--- src/rtl/alarm_timekeeper_if.sv ---
// rtl/alarm_timekeeper_if.sv - button pulses in, clock-face/alarm/buzzer state out
interface alarm_timekeeper_if #(
    parameter int NUM_ALARMS = 2,
    parameter int AIDX_W     = 1
);
    logic                    sec_inc;
    logic                    min_inc;
    logic                    hr_inc;
    logic [AIDX_W-1:0]       al_idx;
    logic                    al_min_inc;
    logic                    al_hr_inc;
    logic                    al_toggle;
    logic                    snooze;
    logic                    dismiss;
    logic [5:0]              seconds;
    logic [5:0]              minutes;
    logic [4:0]              hours;
    logic [6*NUM_ALARMS-1:0] al_minutes;
    logic [5*NUM_ALARMS-1:0] al_hours;
    logic [NUM_ALARMS-1:0]   al_on;
    logic [NUM_ALARMS-1:0]   ringing;
    logic                    sec_tick;
    logic                    half_sec;
    logic                    buzzer_out;

    modport master (
        output sec_inc, min_inc, hr_inc, al_idx, al_min_inc, al_hr_inc,
               al_toggle, snooze, dismiss,
        input  seconds, minutes, hours, al_minutes, al_hours, al_on,
               ringing, sec_tick, half_sec, buzzer_out
    );

    modport slave (
        input  sec_inc, min_inc, hr_inc, al_idx, al_min_inc, al_hr_inc,
               al_toggle, snooze, dismiss,
        output seconds, minutes, hours, al_minutes, al_hours, al_on,
               ringing, sec_tick, half_sec, buzzer_out
    );
endinterface

--- src/rtl/alarm_timekeeper.sv ---
// rtl/alarm_timekeeper.sv - carry-correct timekeeping with N alarm channels, snooze and ring timeout
module alarm_timekeeper #(
    parameter int CLK_HZ         = 31_500_000,
    parameter int TONE_HALF      = 5_000,
    parameter int NUM_ALARMS     = 2,
    parameter int MODE_24H       = 0,
    parameter int AL_MIN_STEP    = 10,
    parameter int SNOOZE_MIN     = 5,
    parameter int RING_TIMEOUT_S = 60
) (
    input  logic              video_clk,
    input  logic              reset_n,
    alarm_timekeeper_if.slave bus
);
    localparam int AIDX_W      = (NUM_ALARMS > 1) ? $clog2(NUM_ALARMS) : 1;
    localparam int CYC_W       = (CLK_HZ > 2) ? $clog2(CLK_HZ) : 1;
    localparam int TONE_W      = (TONE_HALF > 2) ? $clog2(TONE_HALF) : 1;
    localparam int HR_MAX      = (MODE_24H != 0) ? 24 : 12;
    localparam int SNOOZE_LOAD = SNOOZE_MIN * 60;
    localparam int CNT_MAX     = (SNOOZE_LOAD > RING_TIMEOUT_S) ? SNOOZE_LOAD : RING_TIMEOUT_S;
    localparam int CNT_W       = $clog2(CNT_MAX + 1);

    typedef enum logic [1:0] {ST_IDLE, ST_RING, ST_SNOOZE} state_t;

    logic [CYC_W-1:0]      r_cyc;
    logic [CYC_W-1:0]      w_cyc_next;
    logic                  r_sec_tick;
    logic                  r_half;
    logic [5:0]            r_sec;
    logic [5:0]            r_min;
    logic [4:0]            r_hr;
    logic                  w_tick;
    logic                  w_auto;
    logic                  w_min_carry;
    logic                  w_hr_carry;
    logic [6:0]            w_sec_sum;
    logic [6:0]            w_min_sum;
    logic [5:0]            w_hr_sum;
    logic                  w_idx_ok;
    logic [NUM_ALARMS-1:0] w_ringing;
    logic [NUM_ALARMS-1:0] w_al_on;
    logic [TONE_W-1:0]     r_tone_cnt;
    logic                  r_tone;
    logic                  r_buzz;

    // sec_inc wins over a coincident automatic tick: the tick is swallowed, not queued
    always_comb begin
        w_tick      = (r_cyc == CYC_W'(CLK_HZ - 1));
        w_auto      = w_tick && !bus.sec_inc;
        w_cyc_next  = (w_tick || bus.sec_inc) ? '0 : r_cyc + 1'b1;
        w_min_carry = w_auto && (r_sec == 6'd59);
        w_hr_carry  = w_min_carry && (r_min == 6'd59);
        w_sec_sum   = {1'b0, r_sec} + 7'(w_auto || bus.sec_inc);
        if (w_sec_sum >= 7'd60) w_sec_sum = w_sec_sum - 7'd60;
        w_min_sum   = {1'b0, r_min} + 7'(w_min_carry) + 7'(bus.min_inc);
        if (w_min_sum >= 7'd60) w_min_sum = w_min_sum - 7'd60;
        w_hr_sum    = {1'b0, r_hr} + 6'(w_hr_carry) + 6'(bus.hr_inc);
        if (w_hr_sum >= 6'(HR_MAX)) w_hr_sum = w_hr_sum - 6'(HR_MAX);
        w_idx_ok    = (int'(bus.al_idx) < NUM_ALARMS);
    end

    always_ff @(posedge video_clk or negedge reset_n) begin
        if (!reset_n) begin
            r_cyc      <= '0;
            r_sec_tick <= 1'b0;
            r_half     <= 1'b0;
            r_sec      <= '0;
            r_min      <= '0;
            r_hr       <= '0;
        end else begin
            r_cyc      <= w_cyc_next;
            r_sec_tick <= w_auto;
            r_half     <= (w_cyc_next < CYC_W'(CLK_HZ / 2));
            r_sec      <= w_sec_sum[5:0];
            r_min      <= w_min_sum[5:0];
            r_hr       <= w_hr_sum[4:0];
        end
    end

    for (genvar g = 0; g < NUM_ALARMS; g++) begin : g_ch
        state_t           r_state;
        state_t           w_state_next;
        logic [CNT_W-1:0] r_cnt;
        logic [CNT_W-1:0] w_cnt_next;
        logic [5:0]       r_al_min;
        logic [4:0]       r_al_hr;
        logic             r_al_on;
        logic             w_sel;
        logic             w_toggle;
        logic             w_match;
        logic             w_ring;
        logic [6:0]       w_amin_sum;
        logic [5:0]       w_ahr_sum;

        always_comb begin
            w_sel      = w_idx_ok && (bus.al_idx == AIDX_W'(g));
            w_toggle   = w_sel && bus.al_toggle;
            w_amin_sum = {1'b0, r_al_min} + 7'(AL_MIN_STEP);
            if (w_amin_sum >= 7'd60) w_amin_sum = w_amin_sum - 7'd60;
            w_ahr_sum  = {1'b0, r_al_hr} + 6'd1;
            if (w_ahr_sum >= 6'(HR_MAX)) w_ahr_sum = '0;
            // only the automatic chain raises r_sec_tick, so manual edits cannot trigger
            w_match    = r_al_on && r_sec_tick && (r_sec == 6'd0) &&
                         (r_min == r_al_min) && (r_hr == r_al_hr);
        end

        always_ff @(posedge video_clk or negedge reset_n) begin
            if (!reset_n) begin
                r_al_min <= '0;
                r_al_hr  <= '0;
                r_al_on  <= 1'b0;
            end else begin
                if (w_sel && bus.al_min_inc) r_al_min <= w_amin_sum[5:0];
                if (w_sel && bus.al_hr_inc)  r_al_hr  <= w_ahr_sum[4:0];
                if (w_toggle) r_al_on <= (r_state == ST_IDLE) ? ~r_al_on : 1'b0;
            end
        end

        always_ff @(posedge video_clk or negedge reset_n) begin
            if (!reset_n) begin
                r_state <= ST_IDLE;
                r_cnt   <= '0;
            end else begin
                r_state <= w_state_next;
                r_cnt   <= w_cnt_next;
            end
        end

        always_comb begin
            w_state_next = r_state;
            w_cnt_next   = r_cnt;
            case (r_state)
                ST_IDLE: begin
                    if (w_match) begin
                        w_state_next = ST_RING;
                        w_cnt_next   = CNT_W'(RING_TIMEOUT_S);
                    end
                end
                ST_RING: begin
                    if (bus.dismiss || w_toggle) begin
                        w_state_next = ST_IDLE;
                    end else if (bus.snooze) begin
                        w_state_next = ST_SNOOZE;
                        w_cnt_next   = CNT_W'(SNOOZE_LOAD);
                    end else if (r_sec_tick) begin
                        if (r_cnt <= CNT_W'(1)) w_state_next = ST_IDLE;
                        else                    w_cnt_next   = r_cnt - 1'b1;
                    end
                end
                ST_SNOOZE: begin
                    if (bus.dismiss || w_toggle) begin
                        w_state_next = ST_IDLE;
                    end else if (r_sec_tick) begin
                        if (r_cnt <= CNT_W'(1)) begin
                            w_state_next = ST_RING;
                            w_cnt_next   = CNT_W'(RING_TIMEOUT_S);
                        end else begin
                            w_cnt_next   = r_cnt - 1'b1;
                        end
                    end
                end
                default: w_state_next = ST_IDLE;
            endcase
        end

        always_comb begin
            w_ring = (r_state == ST_RING);
        end

        assign w_ringing[g]              = w_ring;
        assign w_al_on[g]                = r_al_on;
        assign bus.al_minutes[6*g +: 6]  = r_al_min;
        assign bus.al_hours[5*g +: 5]    = r_al_hr;
    end

    always_ff @(posedge video_clk or negedge reset_n) begin
        if (!reset_n) begin
            r_tone_cnt <= '0;
            r_tone     <= 1'b0;
            r_buzz     <= 1'b0;
        end else begin
            if (r_tone_cnt == TONE_W'(TONE_HALF - 1)) begin
                r_tone_cnt <= '0;
                r_tone     <= ~r_tone;
            end else begin
                r_tone_cnt <= r_tone_cnt + 1'b1;
            end
            r_buzz <= (|w_ringing) && r_tone && r_half;
        end
    end

    assign bus.seconds    = r_sec;
    assign bus.minutes    = r_min;
    assign bus.hours      = r_hr;
    assign bus.al_on      = w_al_on;
    assign bus.ringing    = w_ringing;
    assign bus.sec_tick   = r_sec_tick;
    assign bus.half_sec   = r_half;
    assign bus.buzzer_out = r_buzz;
endmodule
--- src/flat_wrapper.sv ---
// flat-port wrapper written by rule: the top's interface ports become plain ports
module alarm_timekeeper_flat 
#(
    parameter int CLK_HZ         = 31_500_000,
    parameter int TONE_HALF      = 5_000,
    parameter int NUM_ALARMS     = 2,
    parameter int MODE_24H       = 0,
    parameter int AL_MIN_STEP    = 10,
    parameter int SNOOZE_MIN     = 5,
    parameter int RING_TIMEOUT_S = 60
)
  (video_clk, reset_n, bus_sec_inc, bus_min_inc, bus_hr_inc, bus_al_idx, bus_al_min_inc, bus_al_hr_inc, bus_al_toggle, bus_snooze, bus_dismiss, bus_seconds, bus_minutes, bus_hours, bus_al_minutes, bus_al_hours, bus_al_on, bus_ringing, bus_sec_tick, bus_half_sec, bus_buzzer_out);
  alarm_timekeeper_if #(.NUM_ALARMS(NUM_ALARMS)) bus_i ();
  input  logic video_clk;
  input  logic reset_n;
  input wire logic [$bits(bus_i.sec_inc)-1:0] bus_sec_inc;
  input wire logic [$bits(bus_i.min_inc)-1:0] bus_min_inc;
  input wire logic [$bits(bus_i.hr_inc)-1:0] bus_hr_inc;
  input wire logic [$bits(bus_i.al_idx)-1:0] bus_al_idx;
  input wire logic [$bits(bus_i.al_min_inc)-1:0] bus_al_min_inc;
  input wire logic [$bits(bus_i.al_hr_inc)-1:0] bus_al_hr_inc;
  input wire logic [$bits(bus_i.al_toggle)-1:0] bus_al_toggle;
  input wire logic [$bits(bus_i.snooze)-1:0] bus_snooze;
  input wire logic [$bits(bus_i.dismiss)-1:0] bus_dismiss;
  output wire logic [$bits(bus_i.seconds)-1:0] bus_seconds;
  output wire logic [$bits(bus_i.minutes)-1:0] bus_minutes;
  output wire logic [$bits(bus_i.hours)-1:0] bus_hours;
  output wire logic [$bits(bus_i.al_minutes)-1:0] bus_al_minutes;
  output wire logic [$bits(bus_i.al_hours)-1:0] bus_al_hours;
  output wire logic [$bits(bus_i.al_on)-1:0] bus_al_on;
  output wire logic [$bits(bus_i.ringing)-1:0] bus_ringing;
  output wire logic [$bits(bus_i.sec_tick)-1:0] bus_sec_tick;
  output wire logic [$bits(bus_i.half_sec)-1:0] bus_half_sec;
  output wire logic [$bits(bus_i.buzzer_out)-1:0] bus_buzzer_out;
  assign bus_i.sec_inc = bus_sec_inc;
  assign bus_i.min_inc = bus_min_inc;
  assign bus_i.hr_inc = bus_hr_inc;
  assign bus_i.al_idx = bus_al_idx;
  assign bus_i.al_min_inc = bus_al_min_inc;
  assign bus_i.al_hr_inc = bus_al_hr_inc;
  assign bus_i.al_toggle = bus_al_toggle;
  assign bus_i.snooze = bus_snooze;
  assign bus_i.dismiss = bus_dismiss;
  assign bus_seconds = bus_i.seconds;
  assign bus_minutes = bus_i.minutes;
  assign bus_hours = bus_i.hours;
  assign bus_al_minutes = bus_i.al_minutes;
  assign bus_al_hours = bus_i.al_hours;
  assign bus_al_on = bus_i.al_on;
  assign bus_ringing = bus_i.ringing;
  assign bus_sec_tick = bus_i.sec_tick;
  assign bus_half_sec = bus_i.half_sec;
  assign bus_buzzer_out = bus_i.buzzer_out;
  alarm_timekeeper #(.CLK_HZ(CLK_HZ), .TONE_HALF(TONE_HALF), .NUM_ALARMS(NUM_ALARMS), .MODE_24H(MODE_24H), .AL_MIN_STEP(AL_MIN_STEP), .SNOOZE_MIN(SNOOZE_MIN), .RING_TIMEOUT_S(RING_TIMEOUT_S)) u_core (.video_clk(video_clk), .reset_n(reset_n), .bus(bus_i));
endmodule
--- config.mk ---
export PLATFORM = sky130hd
export DESIGN_NAME = alarm_timekeeper_flat
export DESIGN_NICKNAME = d
export VERILOG_FILES = /design/src/rtl/alarm_timekeeper_if.sv /design/src/rtl/alarm_timekeeper.sv /design/src/flat_wrapper.sv
export SDC_FILE = /design/constraint.sdc
export NUM_CORES = 1
export LEC_CHECK = 0
export CAP_MARGIN = 20
export CELL_PAD_IN_SITES_DETAIL_PLACEMENT = 1
export CELL_PAD_IN_SITES_GLOBAL_PLACEMENT = 2
export CORE_MARGIN = 4
export CORE_UTILIZATION = 40
export DETAILED_ROUTE_END_ITERATION = 6
export PLACE_DENSITY = 0.95
export SLEW_MARGIN = 15
export SYNTH_ARGS = -nofsm -noshare
export SYNTH_HDL_FRONTEND = slang
export SYNTH_SLANG_ARGS = --single-unit
--- constraint.sdc ---
create_clock -name video_clk -period 8.5 [get_ports video_clk]
set_input_delay 1.7 -clock video_clk [delete_from_list [all_inputs] [get_ports video_clk]]
set_output_delay 1.7 -clock video_clk [all_outputs]
set_load 0.01 [all_outputs]
* Yosys cells after proc, flatten, opt, wreduce, memory -nomap -nowiden *
Cells that the tools add are included.

storage, ports and cells
  register bits = 105
  output and inout port bits = 46

cells by class
  $add $sub $neg = 18
  $lt $le $gt $ge = 10
  equality and inequality tests = 32
  muxes and demuxes = 47
  bitwise operators = 4
  reduce and logical (&&, ||, !) cells = 34

operator list
  operator               number
  $mux 9                 16
  $pmux 9 s3             2
  $mux 2                 16
  $ge 7x6->1 const B     4
  $add 25x1->25 const B  1
  $eq 25x25->1 const B   1
  $lt 25x24->1 const B   1
  $mux 25                1
  $mux 6                 4
  $sub 6x6->6 const B    4
  $logic_and 1x1->1      19
  $ge 6x4->1 const B     3
  $le 9x1->1 const B     2
  $sub 9x1->9 const B    2
  $mux 5                 3
  $add 6x1->7            2
  $add 6x4->7 const B    2
  $reduce_and 7->1       2
  $add 13x1->13 const B  1
  $eq 13x13->1 const B   1
  $mux 13                1
  $add 5x1->6 const B    2
  $eq 6x6->1             2
  $eq 6x6->1 const B     2
  other kinds (24)       51

* Longest topological paths before layout *
Gate-level depths: netlist (run 1).

  depth after elaboration = 8
  mapped depth = 18
  depth with buffers taken out = 17

* Worst setup path after synthesis (run 1) *
OpenSTA, ideal clock, no wires.

  path type = input to register
  start point = in bus_sec_inc
  end point = reg u_core.r_min[3], in the netlist u_core.bus.minutes[3]
  setup time = 125 ps
  arrival = 4315 ps
  required time = 8375 ps
  path slack = 4060 ps
  cell stages on the path = 14
  path buffers = 1
  path through = nor3_2 -> nand4_1 -> fa_1 -> inv_1 -> ha_1 -> clkbuf_1 -> xor2_1 -> ha_1 -> nand3b_1 -> a21boi_0 -> o21a_1 -> nor4_1 -> nor2_1 -> mux2_2

between the ends
  word-level cells in the longest chain between the ends = 7
  elaborated cells between the ends (all ways) = 8

ends and longest elaborated chain
  what                                              line                    text
  start: declaration                                flat_wrapper.sv:16      input wire logic [$bits(bus_i.sec_inc)-1:0] bus_sec_inc;
  $logic_not 1->1 *                                 alarm_timekeeper.sv:49  w_auto = w_tick && !bus.sec_inc;
  $logic_and 1x1->1 *                               alarm_timekeeper.sv:49
  $logic_and 1x1->1 *                               alarm_timekeeper.sv:51  w_min_carry = w_auto && (r_sec == 6'd59);
  $add 6x1->7 *                                     alarm_timekeeper.sv:55  w_min_sum = {1'b0, r_min} + 7'(w_min_carry) + 7'(bus.min_inc);
  $add 7x1->7 *                                     alarm_timekeeper.sv:55
  $sub 6x6->6 / $ge 7x6->1 (equally long branches)  alarm_timekeeper.sv:56  if (w_min_sum >= 7'd60) w_min_sum = w_min_sum - 7'd60;
  $mux 6 *                                          alarm_timekeeper.sv:56
  net u_core.w_min_sum[3]                           alarm_timekeeper.sv:37  logic [6:0] w_min_sum;
  end signal: assignment                            alarm_timekeeper.sv:75  r_min <= w_min_sum[5:0];
  end: declaration                                  alarm_timekeeper.sv:30  logic [5:0] r_min;

Mark *: on every way through the listed nets, which the timed path passes. The rest lies on a longest branch.
A chain may end at the register's enable or synchronous reset.

* Final worst setup path (run 1) *
  start point = in bus_sec_inc
  end point = reg u_core.r_min[3], in the netlist u_core.bus.minutes[3]

between the ends
  word-level cells in the longest chain between the ends = 7
  elaborated cells between the ends (all ways) = 8

ends and longest elaborated chain
  what                                              line                    text
  $logic_not 1->1 *                                 alarm_timekeeper.sv:49
  $logic_and 1x1->1 *                               alarm_timekeeper.sv:49
  net u_core.w_auto                                 alarm_timekeeper.sv:33  logic w_auto;
  $logic_and 1x1->1 *                               alarm_timekeeper.sv:51
  $add 6x1->7 *                                     alarm_timekeeper.sv:55
  $add 7x1->7 *                                     alarm_timekeeper.sv:55
  $sub 6x6->6 / $ge 7x6->1 (equally long branches)  alarm_timekeeper.sv:56
  $mux 6 *                                          alarm_timekeeper.sv:56
  net u_core.w_min_sum[3]                           alarm_timekeeper.sv:37

Marked as above.

==> results of run 1 <==
[how the worst min path moves through the flow]
stage / depth (start not counted) / end
floorplan: 1 / u_core.r_tone
global placement: 1 / u_core.r_tone
detailed placement: 1 / u_core.r_tone_cnt[4]
CTS: 1 / u_core.r_tone_cnt[4]
global route: 1 / u_core.r_tone_cnt[4]
finish: 1 / u_core.r_tone_cnt[4]
[layer usage]
metal / track usage, % / up-vias / wire length, um
li1: - / 2615 / -
met1: 24.5 / 2760 / 7590
met2: 33.9 / 81 / 8580
met3: 4.07 / 23 / 612
met4: 5.10 / 0 / 304
met5: 0 / - / 0
[power breakdown]
part	switching, mW	leakage, nW	total [mW]	internal (mW)
sequential	0.201	1.31	0.767	0.566
clock	0.185	0.160	0.459	0.274
combinational	0.357	1.63	0.755	0.398
total	0.744	3.10	1.98	1.24
[synth_stat cells, drive strengths merged, types with 5 or more instances]
cell type	n
dfrtp	103
nor2	60
nand2	55
xnor2	55
o21ai	39
nand3	35
ha	31
inv	31
a21oi	29
xor2	29
clkbuf	23
nand4	20
nand2b	17
nor3	16
and3	12
buf	11
nor2b	10
nor4	10
a22o	9
a31oi	9
o211ai	7
o22ai	7
o31ai	7
a21o	6
and2	6
nor4b	6
o21a	5
[sequential cells by signal, indices dropped and copies added, names as in the netlist]
signal,count
u_core.r_tone,1
u_core.g_ch.r_cnt,18
u_core.g_ch.r_al_hr,10
u_core.r_cyc,25
u_core.g_ch.r_state,4
u_core.bus.hours,5
u_core.bus.seconds,6
u_core.bus.buzzer_out,1
u_core.bus.sec_tick,1
u_core.g_ch.r_al_on,2
u_core.g_ch.r_al_min,10
u_core.bus.half_sec,1
u_core.bus.minutes,6
u_core.r_tone_cnt,13
[stage by stage]
step           area, sq um  util [%]  power, mW  setup slack [ns]  hold WS [ns]
3_3_place_gp          7250      45.3       1.48              3.39         0.456
2_1_floorplan         6590         -       1.22              4.06         0.442
4_1_cts               7570      47.3       2.00              3.43         0.489
3_5_place_dp          7250      45.3       1.53              3.05         0.477
5_1_grt               7570      47.3       2.12              2.97         0.499
6_report              7570      47.3       1.98              3.42         0.485
[layout make-up]
class,instances,area [sq um],share of cell area (%)
inverters,31,116,1.54
clock inverters,3,65.1,0.859
flip-flops and latches,103,2580,34.0
clock buffers,13,260,3.44
multi-input cells,550,3720,49.2
repair buffers,57,561,7.40
well taps,216,270,3.57
[cells by family after synthesis]
logic type | share of synthesized area, %
xor+xnor | 11.2
mux | 1.29
fa+ha+maj | 6.50
flops | 39.2
compound gates | 15.7
simple gates | 21.8
buf+inv | 4.33
other cells | 0.0570
[critical path: stages]
cell,delay [ns]
clkdlybuf4s50_1,0.50
nor3_2,0.24
nand4_1,0.18
fa_1,0.42
inv_1,0.09
ha_1,0.33
xor2_1,0.28
ha_1,0.22
nand3b_1,0.13
o22ai_1,0.19
a21oi_1,0.10
o21a_1,0.15
nor4_1,0.36
nor2_1,0.15
mux2_2,0.29
==> flow_summary.toml, run 1 <==
[outcome]
status = "completed"

[placed_design]
gp_congestion = 0.878
dp_cells = 957
portBuffers = 54
dpl.hpwl_um = 12800

[logic_synthesis]
synthArstFlopShare_pct = 100
synth_area_sq_um = 6580
synth_area_leader_cell = "dfrtp_1"
synth_edf_count = 0
synth.avg_cell_area_sq_um = 9.18
synthCells = 717
ys_ff_latch = 103
synth_top_area_share_pct = 39.2
synth_top_flop_cell = "dfrtp_1"
synthDistinctLibCells = 69
yosysSeqAreaShare_pct = 39.2
ys.warnings.count = 0
synth_area_leaders = "dfrtp_1, xnor2_1, ha_1"

[floorplanning]
die_w_um = 136
initial_utilization_pct = 41.1
core_sq_um = 16000
rows = 46
ios = 57
die_h_um = 136
die_area_sq_um = 18600

[route]
wl_per_cell_um = 17.6
dr.pass1.iters = 4
drt_iter0_markers = 171
vias = 5479
antenna_left = 0
routed_wl_um = 17100
drcViolationCount = 0
via_per_inst = 5.63

[setup_path]
start_kind = "primary input"
arrival_ns = 5.32
r2r-end = "u_core.bus.minutes[3]"
critPathCaptureType = "flip-flop"
r2r_slack_ns = 3.81
crit_fanout = 8
rr_worst_depth = 16
cp-endpoint = "u_core.bus.minutes[3]"
r2r_start = "u_core.r_cyc[17]"
critPathRequiredTime_ns = 8.74
path_class = "in2reg"
startpoint = "bus_sec_inc"

[timing]
hold_viol = 0
fin_skew_ns = 0.00440
period_share_pct = 59.8
worst_pin_slew_ns = 0.963
slew_violations = 0
rsz0062_at_grt = "false"
finalSetupViolCount = 0
slew_headroom_pct = 35.8
fmax_ghz = 0.197
tns_ns = 0
fin_crit_ns = 5.08

[clock_network]
clock_sinks = 103
numCtsBuffers = 9
root_buffer = "clkbuf_16"
post_cts_resized = 0
htree_num_levels = 3
post_cts_buffers = 0
worst_skew_pair.late_latency_ns = 0.35
holdBufCountCts = 0
cts_tree = "yes"
clk_pin_slew_worst_paths_ns = 0.07
cts_buffer_depth = 2

[final_layout]
drive_gt1_share_pct = 5.02
fillCellCount = 1862
nets = 796
final_cell_count_no_fill = 973
syn_to_final_growth_pct = 15.1
insertedDiodeCount = 0
layout_common_cells = "dfrtp_1, nor2_1, nand2_1, xnor2_1, clkdlybuf4s50_1"
layout_commonest_cell = "dfrtp_1"

[min_path]
hold_start = "u_core.r_tone_cnt[4]"
hp-class = "reg2reg"

[global_routing]
grt_pass1_wl_um = 29100
grtUsageTotal_pct = 19.4
grt_pass1_vias = 5769
overflow = 0
grt_max_degree = 76
grt_antenna_before_repair = 0

[run]
drv_cap = 0

[pwr]
ir_drop_mv = 0.128
leakage_nw = 3.10
p_per_area_nw_per_um2 = 262
(Power assumes the default switching activity.)
==> run 2: changes to the inputs <==
- CORE_UTILIZATION: 40 -> 37
- PLACE_DENSITY: 0.95 -> 0.89
- clock period: 8.5 -> 5.2 ns (I/O delays scaled with it)
==> flow_summary.toml, run 2 (synthesis results as in run 1) <==
[outcome]
status = "completed"

[final_layout]
layout_common_cells = "dfrtp_1, nor2_1, nand2_1, xnor2_1, clkdlybuf4s50_1"
insertedDiodeCount = 0
layout_commonest_cell = "dfrtp_1"
nets = 796
drive_gt1_share_pct = 5.28
regMostFlops = "u_core.r_cyc"
syn_to_final_growth_pct = 14.9
reg_top3 = "u_core.r_cyc x25, u_core.g_ch.r_cnt x18, u_core.r_tone_cnt x13"
final_cell_count_no_fill = 982
largest_reg_flops = 25

[floorplanning]
core_sq_um = 17400
rows = 48
die_w_um = 141
ios = 57
initial_utilization_pct = 37.9
die_area_sq_um = 20000
die_h_um = 141

[route]
dr.pass1.iters = 4
vias = 5440
drcViolationCount = 0
wl_per_cell_um = 17.5
antenna_left = 0
drt_iter0_markers = 264
via_per_inst = 5.54
routed_wl_um = 17200

[pwr]
ir_drop_mv = 0.225
clockPowerShare_pct = 22.3
seq_power_share_pct = 39.1
leakage_nw = 3.09
p_per_area_nw_per_um2 = 423
internal_power_mw = 1.96
swShare_pct = 38.7
p_sw_mw = 1.24
total_power_mw = 3.20
combPwrFrac_pct = 38.6

[timing]
slew_violations = 0
fin_skew_ns = 0.00952
finalSetupViolCount = 0
hold_viol = 0
tns_ns = 0
fmax_ghz = 0.217
worst_pin_slew_ns = 0.947
fin_crit_ns = 4.61
slew_headroom_pct = 36.9
period_share_pct = 88.7
rsz0062_at_grt = "false"

[min_path]
min_path_cells = 1
hp-class = "reg2reg"

[clock_network]
cts_tree = "yes"
worst_skew_pair.late_latency_ns = 0.36
holdBufCountCts = 0
post_cts_buffers = 0
clock_sinks = 103
cts_buffer_depth = 2
root_buffer = "clkbuf_16"
htree_num_levels = 3
clk_pin_slew_worst_paths_ns = 0.07
post_cts_resized = 0
numCtsBuffers = 9

[setup_path]
crit_fanout = 8
cp_cell_sequence = "or4b_1 > or4_4 > nor3_2 > nand4_1 > fa_1 > inv_1 > ha_1 > xor2_1 > ha_1 > nand3b_1 > o22ai_1 > a21oi_1 > o21a_1 > nor4_1 > nor2_1 > mux2_2"
crit_slowest_cell = "or4b_1"
path_class = "reg2reg"
cpPeakStageDelay_ns = 0.55
critPathRequiredTime_ns = 5.44
rr_worst_depth = 16
start_kind = "flip-flop"
arrival_ns = 4.85
crit_top_cell = "ha_1"
critPathCaptureType = "flip-flop"

[placed_design]
portBuffers = 54
dpl.hpwl_um = 12700
gp_congestion = 0.797
dp_cells = 966

[global_routing]
grt_antenna_before_repair = 0
overflow = 0
grtUsageTotal_pct = 17.9
grt_pass1_wl_um = 29400
grt_pass1_vias = 5836
grt_max_degree = 73

[run]
drv_cap = 0
-- run 2: cell types whose count changed in the layout (fill, tap and decap cells not counted) --
| cell | previous run | this run |
|---|---|---|
| clkinv_4 | 0 | 1 |
| inv_6 | 0 | 2 |
| bufinv_16 | 2 | 1 |
| clkinv_2 | 1 | 2 |
| clkbuf_8 | 2 | 1 |
| clkbuf_1 | 2 | 0 |
-- run 2: final cells by class --
cell class                      instances  area (sq um)
Fill cell                            1992          9790
Multi-Input combinational cell        550          3720
Sequential cell                       103          2580
Timing Repair Buffer                   57           561
Tap cell                              225           282
Clock buffer                           10           239
Inverter                               31           116
Clock inverter                          6          66.3
-- run 2: final timing paths --
path	startpoint	slack (ns)	to
setup / recovery	u_core.r_cyc[17]	0.59	u_core.bus.minutes[3]
hold reg to reg	u_core.r_tone	0.47	u_core.r_tone
hold / removal	u_core.r_tone	0.47	u_core.r_tone
min in group asynchronous	reset_n	0.81	u_core.g_ch[0].r_cnt[5]
max in group asynchronous	reset_n	3.37	u_core.g_ch[0].r_al_hr[0]
setup reg to reg	u_core.r_cyc[17]	0.59	u_core.bus.minutes[3]
-- run 2: power groups by stage --
stage | Combinational [mW] | Clock (mW) | Sequential, mW
after global routing | 1.38 | 0.771 | 1.29
after floorplan | 0.855 | 0 | 1.14
final | 1.24 | 0.713 | 1.25
after global placement | 1.17 | 0 | 1.26
after detailed placement | 1.24 | 0 | 1.27
after CTS | 1.25 | 0.740 | 1.25
-- run 2: per-stage QoR --
step           setup WS [ns]  util, %  hold slack [ns]  cell area (sq um)
4_1_cts                0.577     43.6            0.478               7560
5_1_grt                0.230     43.6            0.502               7560
2_1_floorplan           1.04        -            0.442               6590
6_report               0.589     43.6            0.472               7560
3_3_place_gp           0.750     41.8            0.460               7260
3_5_place_dp           0.470     41.8            0.463               7260
-- run 2: per-layer routing --
metal / wire length [um] / part of all wire [%] / track usage [%] / up-vias
li1: - / - / - / 2616
met1: 7710 / 45 / 22.5 / 2744
met2: 8780 / 51 / 31.7 / 66
met3: 470 / 2.7 / 2.97 / 14
met4: 227 / 1.3 / 4.80 / 0
met5: 0 / 0 / 0 / -
-- run 2: worst max-delay path: cells and delay by family, from the launching register on --
| family | cells | cell delay, ns |
|---|---|---|
| AND/OR/NAND/NOR | 7 | 1.98 |
| adder cells (fa/ha/maj) | 3 | 0.96 |
| flip-flops | 1 | 0.47 |
| AO/OA/AOI/OAI | 3 | 0.43 |
| XOR/XNOR | 1 | 0.29 |
| multiplexers | 1 | 0.29 |
| buffers and inverters | 1 | 0.09 |
==> run 3: changes to the inputs <==
- PLACE_DENSITY: 0.89 -> unset
- PLACE_DENSITY_LB_ADDON: unset -> 0.1
==> flow_summary.toml, run 3 (synthesis results as in run 1) <==
[timing]
worst_pin_slew_ns = 0.858
slew_violations = 0
rsz0062_at_grt = "false"
finalSetupViolCount = 0
period_share_pct = 86.6
slew_headroom_pct = 42.7
tns_ns = 0
fin_crit_ns = 4.51
whs_ns = 0.473
hold_viol = 0
fmax_ghz = 0.222
fin_skew_ns = 0.00667

[setup_path]
crit_top_cell = "ha_1"
crit_fanout = 8
start_kind = "flip-flop"
startpoint = "u_core.r_cyc[17]"
r2r-end = "u_core.bus.minutes[3]"
rr_worst_depth = 16
r2r_slack_ns = 0.69
r2r_start = "u_core.r_cyc[17]"
cpPeakStageDelay_ns = 0.55
path_class = "reg2reg"
critPathRequiredTime_ns = 5.44
cp_cell_sequence = "or4b_1 > or4_4 > nor3_2 > nand4_1 > fa_1 > inv_1 > ha_1 > xor2_1 > ha_1 > nand3b_1 > o22ai_1 > a21oi_1 > o21a_1 > nor4_1 > nor2_1 > mux2_2"
critPathCaptureType = "flip-flop"
arrival_ns = 4.75
crit_slowest_cell = "or4b_1"

[final_layout]
reg_top3 = "u_core.r_cyc x25, u_core.g_ch.r_cnt x18, u_core.r_tone_cnt x13"
syn_to_final_growth_pct = 14.6
layout_commonest_cell = "dfrtp_1"
layout_common_cells = "dfrtp_1, nor2_1, nand2_1, xnor2_1, clkdlybuf4s50_1"
largest_reg_flops = 25
final_cell_count_no_fill = 982
drive_gt1_share_pct = 5.15
insertedDiodeCount = 0
regMostFlops = "u_core.r_cyc"
nets = 796

[pwr]
internal_power_mw = 1.92
p_per_area_nw_per_um2 = 416
clockPowerShare_pct = 21.4
swShare_pct = 38.9
ir_drop_mv = 0.246
combPwrFrac_pct = 38.7
total_power_mw = 3.14
leakage_nw = 3.08
p_sw_mw = 1.22
seq_power_share_pct = 39.9

[clock_network]
worst_skew_pair.late_latency_ns = 0.35
root_buffer = "clkbuf_16"
post_cts_resized = 0
holdBufCountCts = 0
cts_tree = "yes"
cts_buffer_depth = 2
clk_pin_slew_worst_paths_ns = 0.07
post_cts_buffers = 0
clock_sinks = 103
htree_num_levels = 3
numCtsBuffers = 9

[min_path]
hold_start = "u_core.r_tone"
hp-class = "reg2reg"
min_path_cells = 1
hold_path_end = "u_core.r_tone"

[global_routing]
grtUsageTotal_pct = 17.4
grt_pass1_vias = 5648
overflow = 0
grt_pass1_wl_um = 28700
grt_max_degree = 65
grt_antenna_before_repair = 0

[floorplanning]
initial_utilization_pct = 37.9
die_h_um = 141
rows = 48
core_sq_um = 17400
die_w_um = 141
die_area_sq_um = 20000
ios = 57

[outcome]
status = "completed"

[placed_design]
portBuffers = 54
dp_cells = 966
dpl.hpwl_um = 12700
gp_congestion = 0.814

[route]
drcViolationCount = 0
drt_iter0_markers = 168
via_per_inst = 5.46
vias = 5365
wl_per_cell_um = 17.5
routed_wl_um = 17200
dr.pass1.iters = 4
antenna_left = 0

[run]
drv_cap = 0
run 3: worst max-delay path, delay by kind of cell (launching register included):
family | cells | cell delay [ns]
compound gates | 3 | 0.43
xor+xnor | 1 | 0.26
fa+ha+maj | 3 | 0.92
buf+inv | 1 | 0.08
flops | 1 | 0.47
mux | 1 | 0.28
simple gates | 7 | 1.94
run 3: power groups by stage:
stage / logic, mW / clock network, mW / registers, mW
2_1_floorplan: 0.855 / 0 / 1.14
3_3_place_gp: 1.18 / 0 / 1.27
3_5_place_dp: 1.22 / 0 / 1.27
4_1_cts: 1.23 / 0.704 / 1.26
5_1_grt: 1.35 / 0.735 / 1.29
6_report: 1.21 / 0.672 / 1.25
run 3: per-layer routing:
metal / up-vias / routed length [um] / global-route usage (%)
li1: 2615 / - / -
met1: 2686 / 7870 / 22.0
met2: 52 / 8600 / 30.8
met3: 12 / 472 / 3.24
met4: 0 / 209 / 4.19
met5: - / 0 / 0
run 3: metrics by stage:
| stage | utilization, % | setup WS (ns) | instance area (sq um) |
|---|---|---|---|
| 2_1_floorplan | - | 1.04 | 6590 |
| 3_3_place_gp | 41.8 | 0.717 | 7260 |
| 3_5_place_dp | 41.8 | 0.548 | 7260 |
| 4_1_cts | 43.5 | 0.650 | 7540 |
| 5_1_grt | 43.5 | 0.285 | 7540 |
| 6_report | 43.5 | 0.694 | 7540 |
run 3: cell type report:
type | instances | area (sq um)
multi-input cells | 550 | 3720
flip-flops and latches | 103 | 2580
fillers | 2009 | 9810
repair buffers | 57 | 561
clock inverters | 5 | 40.0
clock buffers | 11 | 243
well taps | 225 | 282
inverters | 31 | 116
run 3: worst max-delay path by stage:
| stage | slack, ns | depth (start not counted) | to |
|---|---|---|---|
| after floorplan | 1.04 | 17 | u_core.bus.minutes[3] |
| after global placement | 0.72 | 15 | u_core.bus.minutes[3] |
| after detailed placement | 0.55 | 15 | u_core.bus.minutes[3] |
| after CTS | 0.65 | 16 | u_core.bus.minutes[3] |
| after global routing | 0.28 | 17 | u_core.bus.minutes[3] |
| final | 0.69 | 16 | u_core.bus.minutes[3] |
